File: config.mk
export PLATFORM = sky130hd
export DESIGN_NAME = ldlt_tri_buffer_flat
export DESIGN_NICKNAME = d
export VERILOG_FILES = /design/src/rtl/ldlt_tri_buffer_pkg.sv /design/src/rtl/ldlt_tri_buffer_if.sv /design/src/rtl/ldlt_tri_buffer_mem.sv /design/src/rtl/ldlt_tri_buffer.sv /design/src/flat_wrapper.sv
export SDC_FILE = /design/constraint.sdc
export NUM_CORES = 1
export LEC_CHECK = 0
export CELL_PAD_IN_SITES_DETAIL_PLACEMENT = 0
export CELL_PAD_IN_SITES_GLOBAL_PLACEMENT = 1
export CORE_MARGIN = 5
export CORE_UTILIZATION = 45
export DETAILED_ROUTE_END_ITERATION = 12
export GPL_TIMING_DRIVEN = 1
export PLACE_DENSITY = 0.7
export SYNTH_ARGS = -nofsm -noshare
export SYNTH_HDL_FRONTEND = slang
export SYNTH_HIERARCHICAL = 1
export SYNTH_SLANG_ARGS = --single-unit
File: constraint.sdc
create_clock -name clk -period 5.7 [get_ports clk]
set_clock_uncertainty 0.1 [all_clocks]
set_input_delay 1.14 -clock clk [delete_from_list [all_inputs] [get_ports clk]]
set_output_delay 1.14 -clock clk [all_outputs]
set_load 0.01 [all_outputs]
File: src/rtl/ldlt_tri_buffer_pkg.sv
// Shared constants and size helpers for the lower-triangular stream buffer.
package ldlt_tri_buffer_pkg;

  localparam logic [1:0] ST_IDLE = 2'd0;
  localparam logic [1:0] ST_LOAD = 2'd1;
  localparam logic [1:0] ST_FULL = 2'd2;
  localparam logic [1:0] ST_READ = 2'd3;

  localparam logic ROW_MAJOR = 1'b0;
  localparam logic COL_MAJOR = 1'b1;

  // Matrix dimension: six degrees of freedom per node.
  function automatic int dim(input int node_num);
    return 6 * node_num;
  endfunction

  // Number of stored elements of the packed lower triangle.
  function automatic int l_size(input int node_num);
    int d;
    d = 6 * node_num;
    return d * (d + 1) / 2;
  endfunction

endpackage

File: src/rtl/ldlt_tri_buffer_if.sv
// Load stream, replay stream and status bundle of the triangular buffer.
interface ldlt_tri_buffer_if #(
  parameter int DATA_LEN = 32,
  parameter int NODE_NUM = 1
);
  import ldlt_tri_buffer_pkg::*;

  localparam int IDX_W = $clog2(dim(NODE_NUM));

  logic                i_start;
  logic                i_valid;
  logic [DATA_LEN-1:0] i_data;
  logic                o_in_ready;
  logic                i_rd_start;
  logic                i_mode;
  logic                o_valid;
  logic [DATA_LEN-1:0] o_data;
  logic [IDX_W-1:0]    o_row;
  logic [IDX_W-1:0]    o_col;
  logic                o_last;
  logic                i_out_ready;
  logic                o_loaded;
  logic                o_err;

  modport master (
    output i_start, i_valid, i_data, i_rd_start, i_mode, i_out_ready,
    input  o_in_ready, o_valid, o_data, o_row, o_col, o_last, o_loaded, o_err
  );

  modport slave (
    input  i_start, i_valid, i_data, i_rd_start, i_mode, i_out_ready,
    output o_in_ready, o_valid, o_data, o_row, o_col, o_last, o_loaded, o_err
  );

endinterface

File: src/rtl/ldlt_tri_buffer_mem.sv
// Simple dual-port storage for the packed triangle: one write, one registered read.
module ldlt_tri_mem #(
  parameter int DATA_LEN = 32,
  parameter int DEPTH    = 21,
  parameter int ADDR_W   = 5
) (
  input  logic                clk,
  input  logic                we,
  input  logic [ADDR_W-1:0]   waddr,
  input  logic [DATA_LEN-1:0] wdata,
  input  logic                re,
  input  logic [ADDR_W-1:0]   raddr,
  output logic [DATA_LEN-1:0] rdata
);

  logic [DATA_LEN-1:0] mem [DEPTH];

  // Contents are never cleared; read data is held between read enables.
  always_ff @(posedge clk) begin
    if (we) mem[waddr] <= wdata;
    if (re) rdata <= mem[raddr];
  end

endmodule

File: src/rtl/ldlt_tri_buffer.sv
// Stream-in / stream-out buffer for a packed lower-triangular matrix.
//
//  state | meaning
//  IDLE  | nothing held, waiting for a load
//  LOAD  | accepting elements in packed row-major order
//  FULL  | whole triangle held, replay or reload allowed
//  READ  | replaying row-major or column-major with coordinates
module ldlt_tri_buffer
  import ldlt_tri_buffer_pkg::*;
#(
  parameter int DATA_LEN = 32,
  parameter int NODE_NUM = 1,
  parameter int FRACTION = 16
) (
  input logic            clk,
  input logic            rst,
  ldlt_tri_buffer_if.slave bus
);

  localparam int DIM    = dim(NODE_NUM);
  localparam int L_SIZE = l_size(NODE_NUM);
  localparam int IDX_W  = $clog2(DIM);
  localparam int ADDR_W = $clog2(L_SIZE);
  localparam logic [IDX_W-1:0]  LAST_IDX  = IDX_W'(DIM - 1);
  localparam logic [ADDR_W-1:0] LAST_ADDR = ADDR_W'(L_SIZE - 1);

  // FRACTION only describes the data format; data passes through untouched.
  logic unused_frac;
  assign unused_frac = ^FRACTION;

  logic [1:0]          state;
  logic [ADDR_W-1:0]   wr_addr;
  logic                loaded;
  logic                err;
  logic                in_ready;
  logic                wr_en;
  logic                rd_go;

  logic [ADDR_W-1:0]   g_addr;
  logic [ADDR_W-1:0]   g_cstart;
  logic [ADDR_W-1:0]   next_cstart;
  logic [IDX_W-1:0]    g_row;
  logic [IDX_W-1:0]    g_col;
  logic                g_mode;
  logic                g_done;
  logic                g_last;
  logic                issue;

  logic                p_valid;
  logic [IDX_W-1:0]    p_row;
  logic [IDX_W-1:0]    p_col;
  logic                p_last;
  logic [DATA_LEN-1:0] rd_data;

  logic [DATA_LEN-1:0] f_data [2];
  logic [IDX_W-1:0]    f_row  [2];
  logic [IDX_W-1:0]    f_col  [2];
  logic                f_last [2];
  logic [1:0]          f_cnt;
  logic                push;
  logic                pop;
  logic                wr_hi;

  logic                out_valid;
  logic [DATA_LEN-1:0] out_data;
  logic [IDX_W-1:0]    out_row;
  logic [IDX_W-1:0]    out_col;
  logic                out_last;
  logic                accept;

  assign in_ready = (state == ST_LOAD);
  assign wr_en    = in_ready && bus.i_valid;
  assign rd_go    = (state == ST_FULL) && bus.i_rd_start && !bus.i_start;
  assign accept   = out_valid && bus.i_out_ready;

  // Issue a read only when the element cannot overflow the skid buffer:
  // at most one word may sit between memory output and skid entries.
  assign issue  = (state == ST_READ) && !g_done &&
                  ((f_cnt == 2'd0) || ((f_cnt == 2'd1) && !p_valid));
  assign g_last = (g_row == LAST_IDX) && (g_col == LAST_IDX);
  // Column c starts at c*(c+3)/2; consecutive starts differ by c+2.
  assign next_cstart = g_cstart + ADDR_W'(g_col) + ADDR_W'(2);

  // Sequencing between load, hold and replay.
  always_ff @(posedge clk or posedge rst) begin
    if (rst) begin
      state   <= ST_IDLE;
      wr_addr <= '0;
      loaded  <= 1'b0;
    end else begin
      case (state)
        ST_IDLE: begin
          if (bus.i_start) begin
            state   <= ST_LOAD;
            wr_addr <= '0;
          end
        end
        ST_LOAD: begin
          if (wr_en) begin
            wr_addr <= wr_addr + ADDR_W'(1);
            if (wr_addr == LAST_ADDR) begin
              state  <= ST_FULL;
              loaded <= 1'b1;
            end
          end
        end
        ST_FULL: begin
          if (bus.i_start) begin
            state   <= ST_LOAD;
            wr_addr <= '0;
            loaded  <= 1'b0;
          end else if (bus.i_rd_start) begin
            state <= ST_READ;
          end
        end
        default: begin
          if (accept && out_last) state <= ST_FULL;
        end
      endcase
    end
  end

  // Sticky protocol error: control pulses while busy, data outside a load.
  always_ff @(posedge clk or posedge rst) begin
    if (rst) begin
      err <= 1'b0;
    end else begin
      if ((bus.i_start || bus.i_rd_start) &&
          ((state == ST_LOAD) || (state == ST_READ)))
        err <= 1'b1;
      if (bus.i_valid && !in_ready && !((state == ST_FULL) && bus.i_start))
        err <= 1'b1;
    end
  end

  // Read address generator; column-major walks addresses by additions only.
  always_ff @(posedge clk or posedge rst) begin
    if (rst) begin
      g_addr   <= '0;
      g_cstart <= '0;
      g_row    <= '0;
      g_col    <= '0;
      g_mode   <= ROW_MAJOR;
      g_done   <= 1'b0;
    end else if (rd_go) begin
      g_addr   <= '0;
      g_cstart <= '0;
      g_row    <= '0;
      g_col    <= '0;
      g_mode   <= bus.i_mode;
      g_done   <= 1'b0;
    end else if (issue) begin
      if (g_last) begin
        g_done <= 1'b1;
      end else if (g_mode == ROW_MAJOR) begin
        g_addr <= g_addr + ADDR_W'(1);
        if (g_col == g_row) begin
          g_row <= g_row + IDX_W'(1);
          g_col <= '0;
        end else begin
          g_col <= g_col + IDX_W'(1);
        end
      end else if (g_row == LAST_IDX) begin
        g_col    <= g_col + IDX_W'(1);
        g_row    <= g_col + IDX_W'(1);
        g_cstart <= next_cstart;
        g_addr   <= next_cstart;
      end else begin
        g_row  <= g_row + IDX_W'(1);
        g_addr <= g_addr + ADDR_W'(g_row) + ADDR_W'(1);
      end
    end
  end

  // Coordinates travel alongside the memory read so they line up with rd_data.
  always_ff @(posedge clk or posedge rst) begin
    if (rst) begin
      p_valid <= 1'b0;
      p_row   <= '0;
      p_col   <= '0;
      p_last  <= 1'b0;
    end else begin
      p_valid <= issue;
      if (issue) begin
        p_row  <= g_row;
        p_col  <= g_col;
        p_last <= g_last;
      end
    end
  end

  ldlt_tri_mem #(
    .DATA_LEN(DATA_LEN),
    .DEPTH   (L_SIZE),
    .ADDR_W  (ADDR_W)
  ) u_mem (
    .clk  (clk),
    .we   (wr_en),
    .waddr(wr_addr),
    .wdata(bus.i_data),
    .re   (issue),
    .raddr(g_addr),
    .rdata(rd_data)
  );

  assign push  = p_valid && !((f_cnt == 2'd0) && accept);
  assign pop   = (f_cnt != 2'd0) && accept;
  assign wr_hi = (f_cnt == 2'd2) || ((f_cnt == 2'd1) && !pop);

  // Two-entry skid: catches a read word whenever it is not taken directly.
  always_ff @(posedge clk or posedge rst) begin
    if (rst) begin
      f_cnt <= 2'd0;
      for (int i = 0; i < 2; i++) begin
        f_data[i] <= '0;
        f_row[i]  <= '0;
        f_col[i]  <= '0;
        f_last[i] <= 1'b0;
      end
    end else begin
      if (pop) begin
        f_data[0] <= f_data[1];
        f_row[0]  <= f_row[1];
        f_col[0]  <= f_col[1];
        f_last[0] <= f_last[1];
      end
      if (push) begin
        if (wr_hi) begin
          f_data[1] <= rd_data;
          f_row[1]  <= p_row;
          f_col[1]  <= p_col;
          f_last[1] <= p_last;
        end else begin
          f_data[0] <= rd_data;
          f_row[0]  <= p_row;
          f_col[0]  <= p_col;
          f_last[0] <= p_last;
        end
      end
      f_cnt <= f_cnt + {1'b0, push} - {1'b0, pop};
    end
  end

  // Present the oldest element: skid head first, else the fresh memory word.
  always_comb begin
    out_valid = 1'b0;
    out_data  = '0;
    out_row   = '0;
    out_col   = '0;
    out_last  = 1'b0;
    if (f_cnt != 2'd0) begin
      out_valid = 1'b1;
      out_data  = f_data[0];
      out_row   = f_row[0];
      out_col   = f_col[0];
      out_last  = f_last[0];
    end else if (p_valid) begin
      out_valid = 1'b1;
      out_data  = rd_data;
      out_row   = p_row;
      out_col   = p_col;
      out_last  = p_last;
    end
  end

  assign bus.o_in_ready = in_ready;
  assign bus.o_valid    = out_valid;
  assign bus.o_data     = out_data;
  assign bus.o_row      = out_row;
  assign bus.o_col      = out_col;
  assign bus.o_last     = out_last;
  assign bus.o_loaded   = loaded;
  assign bus.o_err      = err;

endmodule

File: src/flat_wrapper.sv
// flat-port wrapper written by rule: the top's interface ports become plain ports
module ldlt_tri_buffer_flat import ldlt_tri_buffer_pkg::*;
#(
  parameter int DATA_LEN = 32,
  parameter int NODE_NUM = 1,
  parameter int FRACTION = 16
)
  (clk, rst, bus_i_start, bus_i_valid, bus_i_data, bus_i_rd_start, bus_i_mode, bus_i_out_ready, bus_o_in_ready, bus_o_valid, bus_o_data, bus_o_row, bus_o_col, bus_o_last, bus_o_loaded, bus_o_err);
  ldlt_tri_buffer_if #(.DATA_LEN(DATA_LEN), .NODE_NUM(NODE_NUM)) bus_i ();
  input logic clk;
  input logic rst;
  input wire logic [$bits(bus_i.i_start)-1:0] bus_i_start;
  input wire logic [$bits(bus_i.i_valid)-1:0] bus_i_valid;
  input wire logic [$bits(bus_i.i_data)-1:0] bus_i_data;
  input wire logic [$bits(bus_i.i_rd_start)-1:0] bus_i_rd_start;
  input wire logic [$bits(bus_i.i_mode)-1:0] bus_i_mode;
  input wire logic [$bits(bus_i.i_out_ready)-1:0] bus_i_out_ready;
  output wire logic [$bits(bus_i.o_in_ready)-1:0] bus_o_in_ready;
  output wire logic [$bits(bus_i.o_valid)-1:0] bus_o_valid;
  output wire logic [$bits(bus_i.o_data)-1:0] bus_o_data;
  output wire logic [$bits(bus_i.o_row)-1:0] bus_o_row;
  output wire logic [$bits(bus_i.o_col)-1:0] bus_o_col;
  output wire logic [$bits(bus_i.o_last)-1:0] bus_o_last;
  output wire logic [$bits(bus_i.o_loaded)-1:0] bus_o_loaded;
  output wire logic [$bits(bus_i.o_err)-1:0] bus_o_err;
  assign bus_i.i_start = bus_i_start;
  assign bus_i.i_valid = bus_i_valid;
  assign bus_i.i_data = bus_i_data;
  assign bus_i.i_rd_start = bus_i_rd_start;
  assign bus_i.i_mode = bus_i_mode;
  assign bus_i.i_out_ready = bus_i_out_ready;
  assign bus_o_in_ready = bus_i.o_in_ready;
  assign bus_o_valid = bus_i.o_valid;
  assign bus_o_data = bus_i.o_data;
  assign bus_o_row = bus_i.o_row;
  assign bus_o_col = bus_i.o_col;
  assign bus_o_last = bus_i.o_last;
  assign bus_o_loaded = bus_i.o_loaded;
  assign bus_o_err = bus_i.o_err;
  ldlt_tri_buffer #(.DATA_LEN(DATA_LEN), .NODE_NUM(NODE_NUM), .FRACTION(FRACTION)) u_core (.clk(clk), .rst(rst), .bus(bus_i));
endmodule
# Word level (Yosys, flattened, before mapping)
# Memories as Yosys holds them, arrays and structs flattened. A register that Yosys moved wholly into a read port is not among the register bits.
# Cells that the tools add are included.
# totals
n_memories	1
mem_bits_rw	672
reg_bits	115
input_bits	39
output_inout_bits	43
elab_cells	170
# memory_table
name	words	word_bits	read_ports	rd_clocked_by_memory_dff	wr	line_no	rtl
u_core.u_mem.mem	21	32	1	1	1	ldlt_tri_buffer_mem.sv:16	logic [DATA_LEN-1:0] mem [DEPTH];
# classes
mux	69
eq_ne	17
n_reduce_logical	50
addsub	10
# ops
operator	n
32-bit 2-to-1 mux	5
3-bit 2-to-1 mux	22
64-bit 2-to-1 mux	1
5-bit 2-to-1 mux	12
1-bit logical AND	17
1-bit 2-to-1 mux	17
2-bit nonzero test	8
5-bit by 1-bit adder with 5-bit output, second input constant	3
2-bit 2-to-1 mux	7
6-bit 2-to-1 mux	2
5-bit by 3-bit adder with 5-bit output	2
5-bit case mux with 2 select lines	1
3-bit AND reduction	3
2-bit != test, second input constant	4
4-bit AND reduction	2
1-bit logical NOT	7
3-bit by 1-bit adder with 3-bit output, second input constant	2
2-bit equality test, second input constant	3
3-bit equality test, second input constant	2
2-bit case mux with 3 select lines	1
2-bit AND reduction	3
5-bit by 2-bit adder with 5-bit output, second input constant	1
5-bit equality test, second input constant	1
5-bit AND reduction	1
13 further kinds	19

# Longest topological paths before layout
# depth
depth_word	9
depth_mapped	9
depth_no_buf	9

# Hierarchy
# The synthesis kept the hierarchy.
# by_module_without_submodules
module	n_inst	seq_area_each_um2	cells_each	area_per_inst_um2
ldlt_tri_mem	1	21140.3	1436	27044.7
ldlt_tri_buffer	1	2877.8	637	6259.8

# Worst setup path after synthesis
# Ideal clock, no wire load.
# synth_path
path_type	input-to-reg
startpoint	input port bus_i_valid
endpoint	memory u_core.u_mem.mem[9][0] (enable)
setup_ns	0.461
path_slack_ns	1.377
path_stages	3
arrival_time_ns	3.762
path_cell_list	and2_1 nand3b_1 nor3_1
# synth_between
elab_chain_len	3
# synth_lines
element	line_no	rtl
start: declaration	flat_wrapper.sv:13	input wire logic [$bits(bus_i.i_valid)-1:0] bus_i_valid;
1-bit logical AND	ldlt_tri_buffer.sv:72	assign wr_en = in_ready && bus.i_valid;
1-bit 2-to-1 mux	ldlt_tri_buffer_mem.sv:20	if (we) mem[waddr] <= wdata;
1-bit 2-to-1 mux (implied by the code)	ldlt_tri_buffer_mem.sv:20	
end: declaration	ldlt_tri_buffer_mem.sv:16	
# Every way passes these cells.

# Worst setup path in the final report
# layout_path
startpoint	register u_core.f_cnt[1]
endpoint	output port bus_o_data[10]
# layout_between
elab_chain_len	2
# layout_lines
element	line_no	rtl
start: declaration	ldlt_tri_buffer.sv:59	logic [1:0] f_cnt;
start signal: assignment	ldlt_tri_buffer.sv:240	f_cnt <= f_cnt + {1'b0, push} - {1'b0, pop};
2-bit nonzero test	ldlt_tri_buffer.sv:251	if (f_cnt != 2'd0) begin
32-bit 2-to-1 mux	ldlt_tri_buffer.sv:251	
end: declaration	flat_wrapper.sv:20	output wire logic [$bits(bus_i.o_data)-1:0] bus_o_data;
# Every way passes these cells.

==> flow_metrics.py <==
metrics = {
    "clocking": {
        "insertion_delay_ns": 0.61,
        "cts_hold_buffers": 0,
        "cts_resized": 0,
        "cts_buffers": 86,
        "cts.sinks": 819,
        "root_buffer": "clkbuf_16",
        "post-cts-setup-buffers": 0,
        "htreeDepth": 3,
        "cts_tree": "yes",
        "clkTransAtPathRegs_ns": 0.06,
        "clockBufferDepth": 3,
    },
    "global_route": {
        "antenna_found_initial": 9,
        "grt_overflow": 0,
        "grt_usage_pct": 19.0,
        "grt_pass1_vias": 18100,
        "grt_max_degree": 90,
        "grt_pass1_wl_um": 115000,
    },
    "worst_setup_path": {
        "cp_slowest_cell": "clkdlybuf4s50_1",
        "r2r_start": "u_core/state[1]",
        "critical-path-max-stage-delay_ns": 0.59,
        "critPathKind": "reg2out",
        "reg2reg_slack_ns": 2.45,
        "arrival_ns": 3.00,
        "path_cells": "or2_2 > buf_4 > nand2_1 > o21ai_0 > clkdlybuf4s50_1",
        "rr_worst_depth": 6,
        "cp.required_ns": 4.46,
        "regToRegEndpoint": "u_core/u_mem/mem[1][2]",
        "critPathCaptureType": "primary output",
        "crit_path_start_kind": "register",
        "worstPathMaxFanout": 50,
    },
    "hold_path": {
        "hold_depth": 1,
        "min_to": "u_core/bus.o_err",
        "hold_path.class": "reg2reg",
        "hp-start": "u_core/bus.o_err",
    },
    "sta": {
        "hold_violations": 0,
        "rsz0062_at_grt": "no",
        "finalSetupViolCount": 0,
        "finalCritPeriodShare_pct": 74.3,
        "relSlewSlack_pct": 11.9,
        "period_needed_ns": 4.24,
        "layout_setup_ws_ns": 1.46,
        "worst_pin_slew_ns": 1.32,
        "slew_violations": 0,
        "fin_tns_setup_ns": 0,
        "max_freq_mhz": 236,
    },
    "power_and_ir_drop": {
        "vdd_drop_max_v": 0.000372,
        "p_leak_uw": 0.0135,
        "powerDensity_nw_per_um2": 495,
    },
    "logic_synthesis": {
        "seq_area_frac_synth_pct": 72.1,
        "synth_edf_count": 704,
        "synthXorXnorAreaFrac_pct": 0.237,
        "yosys.area_share.adder_pct": 0.909,
        "syn_avg_cell_area_um2": 16.1,
        "synthSimpleGateAreaFrac_pct": 5.58,
        "synth_nets": 2135,
        "synth_compound_area_share_pct": 5.29,
        "synthDistinctLibCells": 71,
        "yosys_warnings": 6,
        "syn_area_um2": 33300,
        "syn_inst": 2073,
        "synth.area.mux_share_pct": 13.7,
        "synth-seq-cells": 819,
        "synthFlopType": "edfxtp_1",
        "synth_top_family_by_area": "multiplexers",
        "synthArstFlopShare_pct": 14.0,
    },
    "cells_and_area": {
        "finalNetCount": 2215,
        "stdcell_count": 3184,
        "synthToLayoutAreaGrowth_pct": 14.2,
        "layout-drive-gt1-share_pct": 14.2,
        "antenna_cells": 0,
    },
    "placed_design": {
        "placement.io_buffers": 81,
        "dp_slack_ns": 1.52,
        "placed_cells": 3024,
        "place_congestion": 0.789,
        "dp_hpwl_um": 44300,
    },
    "detailed_routing": {
        "drt_iter0_markers": 1438,
        "drtPass1Iterations": 5,
        "viasPerCell": 5.69,
        "vias": 18100,
        "drtAntennaViolNets": 0,
        "totalWireLength_um": 76500,
        "drc": 0,
        "wl_per_cell_um": 24.0,
    },
    "floorplan": {
        "io_pins": 82,
        "die_h_um": 282,
        "die_area_um2": 79500,
        "dieWidth_um": 282,
        "core_region_area_um2": 73200,
        "rows": 99,
        "start_util_pct": 45.5,
    },
    "status": {
        "status": "finished clean",
    },
    "flow_run": {
        "maxCapViolCount": 0,
    },
}
[kinds of logic (layout without fill, tap and decap cells)]
group	count (synthesis)	in the layout
DFF	819	819
xor gates and xnor gates	9	9
and+or+nand+nor	401	401
buffers and inverters	140	292
adders and majority gates	23	23
muxes	407	407
AOI/OAI and AO/OA	274	274
[report_power, final]
part / switching, µW / leakage, µW / internal (µW)
registers: 498 / 0.00777 / 7140
clock network: 2250 / 0.00141 / 3440
logic: 3230 / 0.00433 / 2270
[cell usage after synthesis (5+ instances only)]
cell type / count / area [µm²]
ha_1: 21 / 263
nand3_1: 104 / 521
nand2_1: 162 / 608
and2_1: 5 / 31.3
a22oi_1: 96 / 721
buf_2: 30 / 150
mux4_2: 32 / 721
mux2i_1: 300 / 3000
buf_6: 9 / 101
dfrtp_1: 115 / 2880
inv_1: 20 / 75.1
nor2b_1: 9 / 56.3
buf_4: 19 / 143
mux2_2: 74 / 833
or2_2: 6 / 37.5
a31oi_1: 6 / 37.5
edfxtp_1: 704 / 21100
nor2_1: 71 / 267
o21ai_0: 55 / 275
a21oi_1: 75 / 375
clkbuf_1: 56 / 210
nor3_1: 8 / 40.0
nand3b_1: 6 / 45.0
xor2_1: 5 / 43.8
[critical path, delay by kind of cell (launching register included)]
family | cells | cell delay, ns
flops | 1 | 0.55
compound gates | 1 | 0.14
buf+inv | 2 | 1.08
simple gates | 2 | 0.60
[per-layer routing]
layer | up-vias | part of all wire (%) | track usage, %
li1 | 8155 | - | -
met1 | 9386 | 44 | 27.1
met2 | 499 | 49 | 31.4
met3 | 92 | 5.4 | 2.81
met4 | 0 | 1.6 | 4.53
met5 | - | 0 | 0
[worst max-delay path by stage]
stage	start	to	cells past startpoint
after floorplan	bus_i_valid	u_core/u_mem/mem[9][0]	3
after global placement	bus_i_valid	u_core/u_mem/mem[1][2]	5
final	u_core/f_cnt[1]	bus_o_data[10]	5
after global routing	u_core/f_cnt[1]	bus_o_data[16]	5
after CTS	u_core/f_cnt[1]	bus_o_data[10]	5
after detailed placement	bus_i_valid	u_core/u_mem/mem[1][2]	5
[cell type report]
type	count	area, µm²
Clock buffer	110	2290
Clock inverter	50	597
Fill cell	5930	35200
Inverter	20	77.6
Multi-Input combinational cell	1114	8770
Sequential cell	819	24000
Tap cell	959	1200
Timing Repair Buffer	112	1080
[cell usage in the layout (no fill, tap or decap), drive strengths merged, types with 72 or more instances in the layout]
master	netlist	routed
edfxtp	704	704
nand2	163	163
nand3	104	104
a21oi	75	75
dfrtp	115	115
mux2	75	75
nor2	72	72
mux2i	300	300
clkdlybuf4s50	0	81
a22oi	96	96
clkbuf	57	110
[through the flow]
| stage | util (%) | cell area, µm² | total power (µW) | hold slack (ns) |
|---|---|---|---|---|
| 6_report | 52.0 | 38000 | 18800 | 0.393 |
| 5_1_grt | 52.0 | 38000 | 19700 | 0.414 |
| 4_1_cts | 52.0 | 38000 | 19000 | 0.404 |
| 3_5_place_dp | 48.0 | 35200 | 13300 | 0.390 |
| 3_3_place_gp | 48.0 | 35200 | 13200 | 0.384 |
| 2_1_floorplan | - | 33300 | 11400 | 0.373 |
[registers in the layout, indices dropped and copies added (netlist names)]
register and count:
u_core/bus.o_err 1, u_core/f_cnt 2, u_core/bus.o_loaded 1, u_core/p_col 3
u_core/g_col 3, u_core/u_mem/rdata 32, u_core/g_row 3, u_core/g_addr 5
u_core/state 2, u_core/g_cstart 5, u_core/f_last 2, u_core/p_row 3
u_core/f_data 64, u_core/g_mode 1, u_core/f_row 6, u_core/u_mem/mem 672
u_core/f_col 6, u_core/p_valid 1, u_core/p_last 1, u_core/g_done 1
u_core/wr_addr 5
(Power assumes the default switching activity.)
